===== src/rtl/pfc_cmd_arbiter.sv =====
// Two-requester round-robin arbiter in front of a PFC register port.
// Each accepted request owns pfc_cmd for ACCESS_CYCLES cycles, then pulses rvalid.
module pfc_cmd_arbiter #(
  parameter int unsigned ACCESS_CYCLES = 2
) (
  input  logic        csi_clk,
  input  logic        rsi_reset_n,

  input  logic        req0_valid,
  input  logic        req0_write,
  input  logic [1:0]  req0_bank,
  input  logic [1:0]  req0_addr,
  input  logic [31:0] req0_wdata,
  output logic        req0_ready,
  output logic        req0_rvalid,
  output logic [31:0] req0_rdata,

  input  logic        req1_valid,
  input  logic        req1_write,
  input  logic [1:0]  req1_bank,
  input  logic [1:0]  req1_addr,
  input  logic [31:0] req1_wdata,
  output logic        req1_ready,
  output logic        req1_rvalid,
  output logic [31:0] req1_rdata,

  output logic [36:0] pfc_cmd,
  input  logic [31:0] pfc_resp,
  output logic        busy
);

  localparam logic [1:0] StIdle   = 2'd0;
  localparam logic [1:0] StAccess = 2'd1;
  localparam logic [1:0] StDone   = 2'd2;

  localparam logic [3:0] LastCnt = 4'(ACCESS_CYCLES - 1);

  logic [1:0]  state_q, state_d;
  logic [3:0]  cnt_q, cnt_d;
  logic        last_grant_q, last_grant_d;
  logic        grant_q, grant_d;
  logic        write_q, write_d;
  logic [35:0] fields_q, fields_d;
  logic [31:0] rdata0_q, rdata0_d;
  logic [31:0] rdata1_q, rdata1_d;

  logic grant;
  logic idle;
  logic accept;

  // On a tie the requester that did not win last time is chosen.
  always_comb begin
    if (req0_valid && req1_valid) begin
      grant = ~last_grant_q;
    end else begin
      grant = ~req0_valid;
    end
  end

  // Ready is gated by reset so it drops the instant reset asserts.
  assign idle       = rsi_reset_n && (state_q == StIdle);
  assign req0_ready = idle && req0_valid && !grant;
  assign req1_ready = idle && req1_valid && grant;
  assign accept     = req0_ready || req1_ready;

  always_comb begin
    state_d      = state_q;
    cnt_d        = cnt_q;
    last_grant_d = last_grant_q;
    grant_d      = grant_q;
    write_d      = write_q;
    fields_d     = fields_q;
    rdata0_d     = rdata0_q;
    rdata1_d     = rdata1_q;

    case (state_q)
      StIdle: begin
        if (accept) begin
          state_d      = StAccess;
          cnt_d        = 4'd0;
          grant_d      = grant;
          last_grant_d = grant;
          if (grant) begin
            write_d  = req1_write;
            fields_d = {req1_bank, req1_addr, req1_wdata};
          end else begin
            write_d  = req0_write;
            fields_d = {req0_bank, req0_addr, req0_wdata};
          end
        end
      end
      StAccess: begin
        if (cnt_q == LastCnt) begin
          state_d = StDone;
          cnt_d   = 4'd0;
          if (!write_q) begin
            if (grant_q) begin
              rdata1_d = pfc_resp;
            end else begin
              rdata0_d = pfc_resp;
            end
          end
        end else begin
          cnt_d = cnt_q + 4'd1;
        end
      end
      StDone: begin
        state_d = StIdle;
      end
      default: begin
        state_d = StIdle;
      end
    endcase
  end

  always_ff @(posedge csi_clk or negedge rsi_reset_n) begin
    if (!rsi_reset_n) begin
      state_q      <= StIdle;
      cnt_q        <= 4'd0;
      last_grant_q <= 1'b1;
      grant_q      <= 1'b0;
      write_q      <= 1'b0;
      fields_q     <= 36'h0;
      rdata0_q     <= 32'h0;
      rdata1_q     <= 32'h0;
    end else begin
      state_q      <= state_d;
      cnt_q        <= cnt_d;
      last_grant_q <= last_grant_d;
      grant_q      <= grant_d;
      write_q      <= write_d;
      fields_q     <= fields_d;
      rdata0_q     <= rdata0_d;
      rdata1_q     <= rdata1_d;
    end
  end

  // Fields stay on the bus after the access so the bank select does not glitch.
  assign pfc_cmd     = {(state_q == StAccess) && (cnt_q == 4'd0) && write_q, fields_q};
  assign busy        = (state_q != StIdle);
  assign req0_rvalid = (state_q == StDone) && !grant_q;
  assign req1_rvalid = (state_q == StDone) && grant_q;
  assign req0_rdata  = rdata0_q;
  assign req1_rdata  = rdata1_q;

endmodule


===== config.mk =====
export PLATFORM = sky130hd
export DESIGN_NAME = pfc_cmd_arbiter
export DESIGN_NICKNAME = d
export VERILOG_FILES = /design/src/rtl/pfc_cmd_arbiter.sv
export SDC_FILE = /design/constraint.sdc
export NUM_CORES = 1
export LEC_CHECK = 0
export BUFFER_PORTS_ARGS = -buffer_cell sky130_fd_sc_hd__buf_2
export CAP_MARGIN = 10
export CORE_AREA = 2 2 139 141
export DETAILED_ROUTE_END_ITERATION = 6
export DIE_AREA = 0 0 141 143
export MAX_ROUTING_LAYER = met4
export PLACE_DENSITY = 0.56
export SLEW_MARGIN = 20
export SYNTH_ARGS = -nofsm -noshare
export SYNTH_HDL_FRONTEND = slang
export SYNTH_SLANG_ARGS = --single-unit

===== constraint.sdc =====
create_clock -name csi_clk -period 4.8 [get_ports csi_clk]
set_input_delay 0.24 -clock csi_clk [delete_from_list [all_inputs] [get_ports csi_clk]]
set_output_delay 0.24 -clock csi_clk [all_outputs]
set_load 0.02 [all_outputs]

# Yosys cells after proc, flatten, opt, wreduce, memory -nomap -nowiden
# Index checks and enable logic that the tools add are counted.
dict set report totals {
  register_bits 109
  output_inout_bits 106
  word_cells 49
}
dict set report classes {
  add_sub_neg 1
  n_eq_ne 5
  muxes 9
  bitwise 4
  n_reduce_logical 22
}
# operator count
set op_table {}
lappend op_table {{$mux W36} 1}
lappend op_table {{$logic_and A1 B1 Y1} 10}
lappend op_table {{$mux W4} 2}
lappend op_table {{$pmux W4 S2} 1}
lappend op_table {{$reduce_and A4 Y1} 2}
lappend op_table {{$reduce_and A2 Y1} 3}
lappend op_table {{$add A4 B1 Y4 const B} 1}
lappend op_table {{$eq A4 B1 Y1 const B} 1}
lappend op_table {{$logic_not A4 Y1} 1}
lappend op_table {{$mux W2} 2}
lappend op_table {{$ne A2 B2 Y1 const B} 2}
lappend op_table {{$not A1 Y1} 4}
lappend op_table {{$pmux W2 S2} 1}
lappend op_table {{$reduce_bool A2 Y1} 2}
lappend op_table {{$eq A2 B1 Y1 const B} 1}
lappend op_table {{$eq A2 B2 Y1 const B} 1}
lappend op_table {{$logic_not A1 Y1} 2}
lappend op_table {{$logic_not A2 Y1} 1}
lappend op_table {{$mux W1} 2}
lappend op_table {{$logic_or A1 B1 Y1} 1}

# Longest topological paths before layout
# Gate-level depths: netlist of the first run.
dict set report logic_depth {
  depth_word 7
  mapped_depth 5
  mapped_depth_nobuf 3
}

# Worst setup path after synthesis of the first run
# No wires, ideal clock.
dict set report synth_timing {
  kind {register to register}
  startpoint {register cnt_q[1]}
  endpoint {register rdata1_q[10] (netlist: req1_rdata[10])}
  setup_time_ns 0.125
  t_arrival_ns 1.945
  required_ns 4.675
  path_slack_ns 2.730
  stages_incl_launch_ff 6
  path_buffers 2
  synth_period_minus_slack_ns 2.070
  path_cell_list {dfrtp_1 -> or4b_4 -> or4_1 -> buf_2 -> buf_6 -> mux2_4}
}
dict set report synth_between {
  elab_chain_len 2
}
# item line
set synth_rtl {}
lappend synth_rtl {{start, declared} 39} ;# logic [3:0] cnt_q, cnt_d;
lappend synth_rtl {{start signal, assigned} 128} ;# cnt_q <= cnt_d;
lappend synth_rtl {{$eq A4 B1 Y1} 93} ;# if (cnt_q == LastCnt) begin
lappend synth_rtl {{$reduce_and A4 Y1 (no source line)} --}
lappend synth_rtl {{end signal, assigned} 134} ;# rdata1_q <= rdata1_d;
lappend synth_rtl {{end, declared} 45} ;# logic [31:0] rdata1_q, rdata1_d;
# No other way between the ends.
# A chain may end at the register's enable or synchronous reset.

# Worst setup path after layout of the first run
dict set report layout_timing {
  startpoint {register state_q[0]}
  endpoint {register fields_q[32]}
}
dict set report layout_between {
  elab_chain_len 6
}
# item line
set layout_rtl {}
lappend layout_rtl {{start, declared} 38} ;# logic [1:0] state_q, state_d;
lappend layout_rtl {{start signal, assigned} 118} ;# state_q <= StIdle;
lappend layout_rtl {{start signal, assigned} 127} ;# state_q <= state_d;
lappend layout_rtl {{$logic_not A2 Y1 (*)} {61, 76}}
lappend layout_rtl {{$logic_and A1 B1 Y1} 61} ;# assign idle = rsi_reset_n && (state_q == StIdle);
lappend layout_rtl {{$logic_and A1 B1 Y1, on equally long branches (2 in a row)} {62, 63}}
lappend layout_rtl {{$logic_or A1 B1 Y1} 64} ;# assign accept = req0_ready || req1_ready;
lappend layout_rtl {{$reduce_and A2 Y1 (no source line) (*)} --}
lappend layout_rtl {{end signal, assigned} 132} ;# fields_q <= fields_d;
lappend layout_rtl {{end, declared} 43} ;# logic [35:0] fields_q, fields_d;
# Every way passes the cells marked *; elsewhere a longest branch is shown, timed or not.

==> run summary, run 1 <==
Endpoints failing setup - 0
Pwr/cell area - 707 nW/um^2
FF-to-FF path depth - 5
Drt via density - 4.63
Synth area leader - dfrtp_1
Fin nets - 630
Initial Util - 24.7%
Ant diodes - 0
Cell internal pwr - 2.66 mW
Mapped Cells - 317
Die X - 141 um
Final core occ - 33.3%
Gate power share - 45.6%
Fmax - 398 MHz
Worst slew margin - 31.8%
Die height - 143 um
Clk_lat worst skew - 0.35 ns
Post-detail-place hpwl - 8860 um
Post-synth top area share - 58.9%
Post-synth ARST share - 100%
Design area - 6190 sq um
Final Max Tran Viols - 0
Grt ovf - 0
Post-synth top flop - dfrtp_1
Worst hold path class - input pin to asynchronous set/reset pin
IO Pins - 216
Cts bufs inserted - 9
Commonest cells in the netlist - dfrtp_1 (108), a2bb2oi_1 (37), o32ai_1 (37)
Worst-path clk slew - 0.08 ns
# Post-CTS Setup Buffers - 0
Cts-stage hold buffer count - 0
Clk root buf - clkbuf_16
P_leak - 3.01 nW
Clk sinks - 109
CORE AREA - 18600 sq um
Global-route wire length before repair - 19100 um
Period utilization - 52.3%
Most numerous cell on the critical path - buf_4
Critical-path top delay cell - o21a_1
NetSw - 1.72 mW
GRT busiest layer - met2
Routing usage on met2 - 21.2%
Top post-synthesis cells by area - dfrtp_1 (59%), mux2_4 (9.8%), mux2_2 (8.1%), a2bb2oi_1 (7.1%), o32ai_1 (7.1%)
Worst vdd ir - 0.307 mV
Worst path depth - 5
Post-synthesis area per instance - 14.5 sq um
Sw Share - 39.3%
Post-Synthesis Cell Area - 4590 sq um
PnR Total Power - 4.38 mW
Critical Path Fanout Max - 41
Tot GR Track Use - 12.4%
Total wire length - 12200 um
Synth cell types - 33
Layout overhead on the synthesized area - 35.1%
CTS resizes - 0
Die footprint - 20200 sq um
CTS tree - built
Type of element capturing the critical path - flop
Sequential share of power - 36.9%
Run status - complete, no violations
FP Rows - 50
Vias in the first global route - 3640
CP cell instances - nor3b_2 -> buf_4 -> o21a_1 -> buf_4 -> a2bb2oi_1
Met1 Use GR - 14.4%
DR DRC count - 0
Minimum clock period - 2.51 ns
Placed cell area - 5880 sq um
Post-synth EDFFs - 0
Top Family by Delay on Critical Path - compound AO/OA/AOI/OAI gates
H-tree Lvls - 3
Port buffer count - 215
Final hold vios - 0
Worst Tran Pin Value - 1.02 ns
CP bufs+invs - 2
GP Congestion - 0.753
Crit path kind - flop to flop
Max cap viols - 0
Global routing usage on met3 - 2.62%
Worst Path Required - 5.06 ns
Warnings from Yosys - 0
Routed Antenna Nets - 0
Initial antenna violation count - 0
Most frequent cell after synthesis - dfrtp_1
RSZ-0062 raised after global routing - no
Fin Setup TNS - 0 ns
Max incr delay on CP - 0.78 ns
Clock buffer depth - 2
Drt pass-1 iters - 4
Synth Net Count - 427
Clock skew - 0.0107 ns
Vias - 3516
Sequential share of the synthesized area - 59.5%
Initial DRC Count - 87
Avg WL per Cell - 16.0 um
Layout cell share with drive strength beyond 1 - 58.9%
Arr. time, crit path - 2.77 ns
Clock group share of total power - 17.5%
Largest net degree at the start of global routing - 63
Startpoint type of the worst setup path - flop
Yosys reg bits - 109
-- cells by family after synthesis --
kind of cell           after synthesis  synth area share, %
AO/OA/AOI/OAI                       86                 15.8
XOR/XNOR                             1                0.191
buffers and inverters               34                 3.38
flip-flops                         109                 59.5
multiplexers                        64                 18.2
AND/OR/NAND/NOR                     23                 2.97
-- stage by stage --
stage / worst slack (ns) / hold WS (ns) / std cells
final: 2.29 / 0.0710 / 759
after global routing: 2.12 / 0.0807 / 759
after global placement: 2.10 / 0.436 / 743
after detailed placement: 2.03 / 0.445 / 743
after CTS: 2.03 / 0.0650 / 759
after floorplan: 2.73 / -0.0556 / 317
-- per-layer routing --
metal / part of all wire (%) / wire length (um) / up-vias
met2: 52 / 6370 / 121
li1: - / - / 1628
met5: 0 / 0 / -
met3: 5.5 / 667 / 16
met1: 41 / 4950 / 1751
met4: 1.5 / 185 / 0
-- worst register-to-register path, stage by stage (launching register included) --
cell	delay [ns]
dfrtp_1	0.44
nor3b_2	0.19
buf_4	0.41
o21a_1	0.79
buf_4	0.38
a2bb2oi_1	0.21
-- power groups by stage --
stage | Clock, mW | Combinational (mW) | Sequential, mW
detailed placement | 0 | 2.03 | 1.62
global placement | 0 | 1.98 | 1.62
finish | 0.767 | 2.00 | 1.61
floorplan | 0 | 0.812 | 2.12
CTS | 0.797 | 2.03 | 1.62
global route | 0.838 | 2.13 | 1.67
-- final cells by class --
cell class | instances | area [sq um]
inverters | 5 | 18.8
clock inverters | 6 | 68.8
fillers | 1846 | 12400
well taps | 234 | 293
repair buffers | 221 | 1120
flip-flops and latches | 109 | 2730
clock buffers | 10 | 239
multi-input cells | 174 | 1720
-- path summary, 6_finish.rpt --
kind	to	start	slack, ns
worst max register to register	fields_q[32]$_DFFE_PN0P_	state_q[0]$_DFFE_PN0P_	2.29
worst min-delay path	req1_rdata[17]$_DFFE_PN0P_	rsi_reset_n	0.07
min in group csi_clk	last_grant_q$_DFFE_PN1P_	req0_valid	0.09
worst max-delay path	fields_q[32]$_DFFE_PN0P_	state_q[0]$_DFFE_PN0P_	2.29
max in group asynchronous	fields_q[34]$_DFFE_PN0P_	rsi_reset_n	3.62
worst min register to register	req0_rdata[6]$_DFFE_PN0P_	req0_rdata[6]$_DFFE_PN0P_	0.50
-- cells in the final DEF, fill, tap and decap left out, types with 2 or more instances in the layout --
cell type and instances:
mux2_2 33, nor3_1 3, dfrtp_1 108, o21ai_0 3, o32ai_1 37, clkinv_2 2
inv_1 4, buf_4 7, a2bb2oi_1 37, mux2_4 30, nor4_1 2, nand2_1 4
clkbuf_16 9, nor2_1 4, buf_2 214, a21oi_1 3
-- state kept, by name, summed over array words and instances (netlist names) --
register / count
req1_rdata: 32
fields_q: 36
state_q: 2
req0_rdata: 32
write_q: 1
grant_q: 1
cnt_q: 4
last_grant_q: 1
No activity file was read; power rests on OpenSTA's default activity.
==> inputs of run 2 (changes only) <==
PLACE_DENSITY = 0.57   (was 0.56)
clock period = 2.26 ns   (was 4.8 ns; I/O delays follow)
==> run 2 against run 1 <==
Compared with the run above: wire length rose by 6.0%; clock power grew 110%; total power rose by 120%; non-clock buffer count increased by 33; cell count is 4.3% higher.
==> run summary, run 2 (synthesis gave the netlist of run 1 again) <==
Run status - complete, no violations
R2R Path Start - cnt_q[2]$_DFFE_PN0P_
Final Max Tran Viols - 0 (unchanged)
GP Congestion - 0.767 (+1.8%)
Initial antenna violation count - 0 (unchanged)
Critical-path top delay cell - or4b_4
Tot GR Track Use - 12.9% (+0.50 points)
Clk root buf - clkbuf_16
Layout overhead on the synthesized area - 43.6%
Total wire length - 12900 um (+6.0%)
CP bufs+invs - 1 (-1)
CORE AREA - 18600 sq um (unchanged)
FP Rows - 50 (unchanged)
Port buffer count - 215 (unchanged)
Worst vdd ir - 0.631 mV (+110%)
Clk sinks - 109 (unchanged)
Fin nets - 663 (+5.2%)
Largest Register - fields_q
Worst-path clk slew - 0.07 ns (about the same)
Min-delay src - pfc_resp[27]
Sequential share of power - 36.3% (-0.6 points)
Top Family by Delay on Critical Path - simple AND/OR/NAND/NOR gates
Ant diodes - 0 (unchanged)
Post-detail-place hpwl - 9190 um (+3.7%)
RSZ-0062 raised after global routing - no
Gate power share - 46.5% (+0.9 points)
Drt pass-1 iters - 4 (unchanged)
Sw Share - 39.3% (-0.055 points)
Drt via density - 4.72 (+1.8%)
Endpoints failing setup - 0 (unchanged)
Routed Antenna Nets - 0 (unchanged)
Die X - 141 um (unchanged)
Worst Path Required - 2.49 ns (-2.57 ns)
Clk_lat worst skew - 0.35 ns (about the same)
Critical Path Fanout Max - 16 (-61%)
Global-route wire length before repair - 20100 um (+5.3%)
Fmax - 477 MHz (+20%)
Minimum clock period - 2.10 ns (-0.412 ns)
Clock buffer depth - 2 (unchanged)
Cell internal pwr - 5.77 mW (+120%)
Vias - 3736 (+6.3%)
DR DRC count - 0 (unchanged)
Worst Tran Pin Value - 0.779 ns (-0.237 ns)
Grt ovf - 0 (unchanged)
Worst slew margin - 48.1% (+16 points)
Die footprint - 20200 sq um (unchanged)
Type of element capturing the critical path - flop
Fin Hold WS - 0.0174 ns (-0.0536 ns)
Max cap viols - 0 (unchanged)
Avg WL per Cell - 16.3 um (+1.5%)
Largest net degree at the start of global routing - 61 (-3.2%)
Clock group share of total power - 17.2% (-0.3 points)
Worst hold path class - input pin to flop
CTS tree - built
Max incr delay on CP - 0.54 ns (-0.24 ns)
Arr. time, crit path - 2.33 ns (-0.44 ns)
Vias in the first global route - 3970 (+9.1%)
Pwr/cell area - 1440 nW/um^2 (+100%)
CP cell instances - or4b_4 -> or4_4 -> clkbuf_16 -> mux2_4
IO Pins - 216 (unchanged)
NetSw - 3.73 mW (+120%)
Fin Setup TNS - 0 ns (unchanged)
P_leak - 3.18 nW (+5.7%)
Initial Util - 24.7% (unchanged)
Commonest non-fill, non-tap cell in the layout - buf_2
Die height - 143 um (unchanged)
Startpoint type of the worst setup path - flop
Initial DRC Count - 105 (+21%)
Critical path origin - cnt_q[2]$_DFFE_PN0P_
Max reg flops - 36 (unchanged)
Most frequent cells in the layout - buf_2 (214), dfrtp_1 (108), o32ai_1 (37), a2bb2oi_1 (37), mux2_2 (33)
Layout cell share with drive strength beyond 1 - 56.8% (-2.0 points)
# Post-CTS Setup Buffers - 0 (unchanged)
Final hold vios - 0 (unchanged)
Fillers - 1808 (-2.1%)
Crit path kind - flop to flop
Clock skew - 0.0103 ns (-0.000393 ns)
H-tree Lvls - 3 (unchanged)
Cts bufs inserted - 9 (unchanged)
Period utilization - 92.8% (+41 points)
## run 2: worst reg2reg max path, cell delays in order, from the launching register on
cell	delay [ns]
dfrtp_1	0.43
or4b_4	0.54
or4_4	0.48
clkbuf_16	0.23
mux2_4	0.31
## run 2: layout make-up
cell class	instances	area (sq um)	area share, %
sequential	109	2730	41.4
multi-input combinational	174	1720	26.2
timing repair buffer	254	1510	23.0
tap	234	293	4.45
clock buffer	10	239	3.63
clock inverter	6	68.8	1.05
inverter	5	18.8	0.285
## run 2: per-layer routing
layer / vias up / wire (um) / GRT usage, %
met5: - / 0 / -
met4: 0 / 335 / 5.11
met3: 35 / 575 / 2.95
met2: 129 / 6610 / 21.5
met1: 1879 / 5380 / 15.1
li1: 1693 / - / -
## run 2: path summary, 6_finish.rpt
| check | slack, ns | depth (start not counted) | to |
|---|---|---|---|
| max reg2reg | 0.16 | 4 | req1_rdata[26]$_DFFE_PN0P_ |
| min | 0.02 | 2 | req1_rdata[27]$_DFFE_PN0P_ |
| max in group asynchronous | 1.21 | 3 | req0_rdata[13]$_DFFE_PN0P_ |
| max | 0.16 | 4 | req1_rdata[26]$_DFFE_PN0P_ |
| min reg2reg | 0.50 | 1 | req0_rdata[5]$_DFFE_PN0P_ |
| min in group asynchronous | 0.10 | 2 | fields_q[32]$_DFFE_PN0P_ |
## run 2: power by group through the flow
stage,combinational (mW),clock (mW),sequential [mW]
after floorplan,1.72,0,4.51
final,4.42,1.63,3.45
after CTS,4.44,1.70,3.45
after global placement,4.32,0,3.44
after global routing,4.71,1.77,3.57
after detailed placement,4.42,0,3.46
## run 2: repair_timing
action / in CTS / in global routing
hold buffers: 22 / 3
endpoints found under the hold margin: 79 / 3
setup endpoints to repair: 0 / 30
gates resized for setup: 0 / 1
## run 2: metrics by stage
step                utilization [%]  setup WS, ns  cell area [sq um]  std cells  power, mW
finish                         35.4         0.162               6590        792       9.50
global route                   35.4        0.0845               6590        792       10.0
CTS                            35.1        0.0310               6530        788       9.59
detailed placement             32.3        0.0348               6000        750       7.88
global placement               32.3        0.0824               6000        750       7.77
floorplan                         -         0.190               4590        317       6.23
